--- src/rtl/w_stage_grf_pkg.sv ---
// Shared constants and the commit-trace payload type for the W-stage register file.
package w_stage_grf_pkg;

    localparam int unsigned DATA_W_DEF = 32;
    localparam int unsigned ADDR_W_DEF = 5;
    localparam int unsigned PC_W       = 32;

    localparam logic [4:0] REG_ZERO = 5'd0;

    typedef struct packed {
        logic                  valid;
        logic [PC_W-1:0]       pc;
        logic [ADDR_W_DEF-1:0] addr;
        logic [DATA_W_DEF-1:0] data;
    } commit_trace_t;

endpackage

--- src/rtl/w_stage_grf_commit_trace.sv ---
// Registered one-cycle commit trace; payload holds its last value when nothing commits.
module grf_commit_trace
    import w_stage_grf_pkg::*;
#(
    parameter int unsigned DATA_W = DATA_W_DEF,
    parameter int unsigned ADDR_W = ADDR_W_DEF
) (
    input  logic              clk,
    input  logic              reset,
    input  logic              we,
    input  logic [PC_W-1:0]   pc,
    input  logic [ADDR_W-1:0] addr,
    input  logic [DATA_W-1:0] data,
    output logic              t_valid,
    output logic [PC_W-1:0]   t_pc,
    output logic [ADDR_W-1:0] t_addr,
    output logic [DATA_W-1:0] t_data
);

    commit_trace_t trace_q;

    always_ff @(posedge clk or posedge reset) begin
        if (reset) begin
            trace_q <= '0;
        end else begin
            trace_q.valid <= we;
            if (we) begin
                trace_q.pc   <= pc;
                trace_q.addr <= ADDR_W_DEF'(addr);
                trace_q.data <= DATA_W_DEF'(data);
            end
        end
    end

    assign t_valid = trace_q.valid;
    assign t_pc    = trace_q.pc;
    assign t_addr  = ADDR_W'(trace_q.addr);
    assign t_data  = DATA_W'(trace_q.data);

endmodule

--- src/rtl/w_stage_grf.sv ---
// General-purpose register file and write-back commit point of the MIPS pipeline.
// Define GRF_BYPASS_EN to forward same-cycle write data to the read ports.
module w_stage_grf
    import w_stage_grf_pkg::*;
#(
    parameter int unsigned DATA_W = DATA_W_DEF,
    parameter int unsigned ADDR_W = ADDR_W_DEF,
    parameter int unsigned NREGS  = 32
) (
    input  logic              clk,
    input  logic              reset,
    input  logic [ADDR_W-1:0] D_A1,
    input  logic [ADDR_W-1:0] D_A2,
    output logic [DATA_W-1:0] D_RD1,
    output logic [DATA_W-1:0] D_RD2,
    input  logic [ADDR_W-1:0] W_A3,
    input  logic [DATA_W-1:0] W_WD,
    input  logic [PC_W-1:0]   W_PC,
    input  logic              W_Valid,
    output logic              T_Valid,
    output logic [PC_W-1:0]   T_PC,
    output logic [ADDR_W-1:0] T_Addr,
    output logic [DATA_W-1:0] T_Data
);

    logic [DATA_W-1:0] regs [NREGS];
    logic              we;

    assign we = W_Valid && (W_A3 != ADDR_W'(REG_ZERO));

    // Entry 0 is cleared by reset and never written, so it stays zero.
    always_ff @(posedge clk or posedge reset) begin
        if (reset) begin
            for (int i = 0; i < int'(NREGS); i++) begin
                regs[i] <= '0;
            end
        end else if (we) begin
            regs[W_A3] <= W_WD;
        end
    end

    always_comb begin
        D_RD1 = '0;
        if (D_A1 != ADDR_W'(REG_ZERO)) begin
            D_RD1 = regs[D_A1];
        end
`ifdef GRF_BYPASS_EN
        if (we && (D_A1 == W_A3)) begin
            D_RD1 = W_WD;
        end
`endif
    end

    always_comb begin
        D_RD2 = '0;
        if (D_A2 != ADDR_W'(REG_ZERO)) begin
            D_RD2 = regs[D_A2];
        end
`ifdef GRF_BYPASS_EN
        if (we && (D_A2 == W_A3)) begin
            D_RD2 = W_WD;
        end
`endif
    end

    grf_commit_trace #(
        .DATA_W (DATA_W),
        .ADDR_W (ADDR_W)
    ) u_trace (
        .clk     (clk),
        .reset   (reset),
        .we      (we),
        .pc      (W_PC),
        .addr    (W_A3),
        .data    (W_WD),
        .t_valid (T_Valid),
        .t_pc    (T_PC),
        .t_addr  (T_Addr),
        .t_data  (T_Data)
    );

endmodule

--- config.mk ---
export PLATFORM = sky130hd
export DESIGN_NAME = w_stage_grf
export DESIGN_NICKNAME = d
export VERILOG_FILES = /design/src/rtl/w_stage_grf_pkg.sv /design/src/rtl/w_stage_grf_commit_trace.sv /design/src/rtl/w_stage_grf.sv
export SDC_FILE = /design/constraint.sdc
export NUM_CORES = 2
export LEC_CHECK = 0
export ABC_AREA = 1
export CORE_MARGIN = 1
export CORE_UTILIZATION = 40
export CTS_CLUSTER_SIZE = 8
export DETAILED_ROUTE_END_ITERATION = 16
export MAX_ROUTING_LAYER = met4
export PLACE_DENSITY = 0.61
export RECOVER_POWER = 50
export REMOVE_ABC_BUFFERS = 1
export SLEW_MARGIN = 0
export SYNTH_ARGS = -nofsm -noshare
export SYNTH_HDL_FRONTEND = slang
export SYNTH_HIERARCHICAL = 1
export SYNTH_SLANG_ARGS = --single-unit
--- constraint.sdc ---
create_clock -name clk -period 104.3 [get_ports clk]
set_clock_uncertainty 0.2 [all_clocks]
set_input_delay 26.075 -clock clk [delete_from_list [all_inputs] [get_ports clk]]
set_output_delay 26.075 -clock clk [all_outputs]
set_load 0.01 [all_outputs]
==> impl_metrics.ini <==
[worst_hold_path]
hold_end = regs[1006]
worstHoldStart = regs[1006]
hp-class = reg -> reg
hold_depth = 0

[route]
drt_iter0_drc = 7873
vias = 59200
vias_per_cell = 5.80
totalWireLength_mm = 232
drt-wirelength-per-cell_um = 22.7
first_pass_iters = 7
drc = 0
postRouteAntennaNets = 0

[floorplanning]
io_pins = 216
die-area_mm2 = 0.149
initial_utilization_pct = 40.4
core_mm2 = 0.146
core.rowCount = 140
die_h_um = 386
fp.dieW_um = 386

[sta]
rsz0062_at_grt = false
tns_ps = 0
hold_viol_final = 0
whs_ps = 197
worstMarginPinSlew_ps = 9350
relSlewSlack_pct = -524
layout_min_cycle_time_ps = 57530
slew_violations = 1252
timing.fmax_mhz = 17.4
finalSetupViolCount = 0
period_share_pct = 55.2

[worst_setup_path]
required_ps = 78030
timing_worst_setup_path_type = in -> out
r2r_start = regs[735]
critPathCaptureType = output pin
r2r_slack_ps = 103100
cp_max_fo = 172
r2r_end = regs[735]
arrival_ps = 31260
reg2reg_depth = 2
critPathLaunchType = input pin

[yosys]
synth_area_leader_cell = dfrtp_1
synth_area_mm2 = 0.0590
synthTopCellsByArea = dfrtp_1 46%, nand2_1 23%, nand3_1 12%
synthCells = 8592
synth_top_area_share_pct = 46.4
yosys_warnings = 6
syn_area_per_cell_um2 = 6.86
ys_seq_area_share_pct = 46.4
synth_cell_types = 17
synth_seq_cells = 1094

[finish]
nets = 8356
layout-drive-gt1-share_pct = 3.45
final_area_mm2 = 0.0655
area_growth_pct = 11.0
fill_cells = 14800

[cts]
cts_tree = done
cts_setup_buffers = 0
cts_buffer_depth = 3
cts_buffers = 155
cts_hold_buffers = 0
htree_levels = 4
clock_sinks = 1094
clockRootBuffer = clkbuf_16
clk_pin_slew_ps = 50
postCtsResizedCells = 0
clkLatencyLatePin_ps = 770

[global_route]
gr-usage-all-layers_pct = 31.7
grt_overflow_total = 0
grt_max_degree = 219
antenna_found_initial = 1
grt_first_pass_wirelength_mm = 348
grt_pass1_vias = 54500

[outcome]
violations = max-capacitance violations, max-slew violations
status = complete, but fails checks

[job]
drv_cap = 18

[placed_design]
io_buffers = 215
hpwl_mm = 116
place_congestion = 0.847
placed_area_mm2 = 0.0615

[pwr]
irDropWorstVdd_uv = 14.6
power_density_mw_per_mm2 = 19.2
leakage_uw = 0.0308
[worst max-delay path: stages]
cell and delay (ps):
buf_8 220, inv_8 830, buf_4 910, buf_4 860
nand2_1 120, nand3_1 120, nand3_1 100, nand2_1 110
nand2_1 60, nand2_1 70, nor2_1 60, nor2_1 630
clkdlybuf4s50_1 670
[worst max path at each step]
stage          startpoint        end  slack [ps]  cells past startpoint
6_report          D_A1[0]  D_RD1[30]       46770                     13
5_1_grt           D_A1[0]  D_RD1[30]       46550                     13
4_1_cts           D_A1[0]  D_RD1[30]       47120                     13
3_5_place_dp      D_A1[0]  D_RD1[30]       47150                     13
3_3_place_gp      D_A1[0]  D_RD1[30]       47130                     13
2_1_floorplan     D_A1[0]   D_RD1[0]       42560                      4
[area by class of cell]
cell class / count / area [um^2] / area share (%)
diodes: 3 / 7.51 / 0.0115
repair buffers: 299 / 2770 / 4.23
clock buffers: 167 / 4100 / 6.27
inverters: 85 / 370 / 0.566
flip-flops and latches: 1094 / 27400 / 41.8
clock inverters: 6 / 77.6 / 0.119
multi-input cells: 6639 / 28400 / 43.3
well taps: 1917 / 2400 / 3.66
[routing by layer]
metal | routed length (um) | GRT usage [%] | vias to the layer above
met5 | 0 | - | -
met4 | 9650 | 12.9 | 0
met3 | 24000 | 5.70 | 577
met2 | 101000 | 46.9 | 3352
met1 | 96900 | 42.7 | 28200
li1 | - | - | 27100
[metrics by stage]
| step | total power (uW) | worst slack (ps) | std cells | utilization (%) |
|---|---|---|---|---|
| 2_1_floorplan | 711 | 42560 | 7818 | - |
| 4_1_cts | 1260 | 47120 | 10200 | 45.0 |
| 3_3_place_gp | 788 | 47130 | 10000 | 42.1 |
| 3_5_place_dp | 795 | 47150 | 10000 | 42.1 |
| 5_1_grt | 1320 | 46550 | 10200 | 44.9 |
| 6_report | 1260 | 46770 | 10200 | 44.9 |
[cell usage after synthesis (all sizes together)]
cell type  number
nand2        3673
nand3        1379
dfrtp        1094
o21ai        1062
clkbuf        646
nor2          339
a21oi         174
buf           128
inv            84
nor3           10
nor4            2
clkinv          1
[sequential cells by signal, summed over array words and instances (netlist names)]
register         flops
regs              1024
u_trace/t_addr       5
u_trace/t_data      32
u_trace/t_pc        32
u_trace/t_valid      1
[power by group]
part	internal, uW	total, uW	switching, uW
registers	502	561	59.1
clock network	273	462	189
logic	86.4	233	146
[cells in the final DEF, fill, tap and decap left out, types with 4 or more instances in the layout]
master,count
a21oi_1,174
inv_8,4
o21ai_0,1062
buf_4,71
dfrtp_1,1094
clkbuf_1,16
clkbuf_16,163
buf_8,4
nor2_1,339
nor3_1,10
inv_1,70
inv_6,4
nand2_4,18
nand3_1,1377
dlygate4sd3_1,72
clkdlybuf4s50_1,133
nand2_1,3655
[cell families (layout without fill, tap and decap cells)]
logic type	count (synthesis)	in the layout	share of synthesized area, %
buf+inv	859	557	5.69
other cells	0	3	0
compound gates	1236	1236	10.5
flops	1094	1094	46.4
simple gates	5403	5403	37.4
Note: power is estimated with default switching activity, not from simulation.
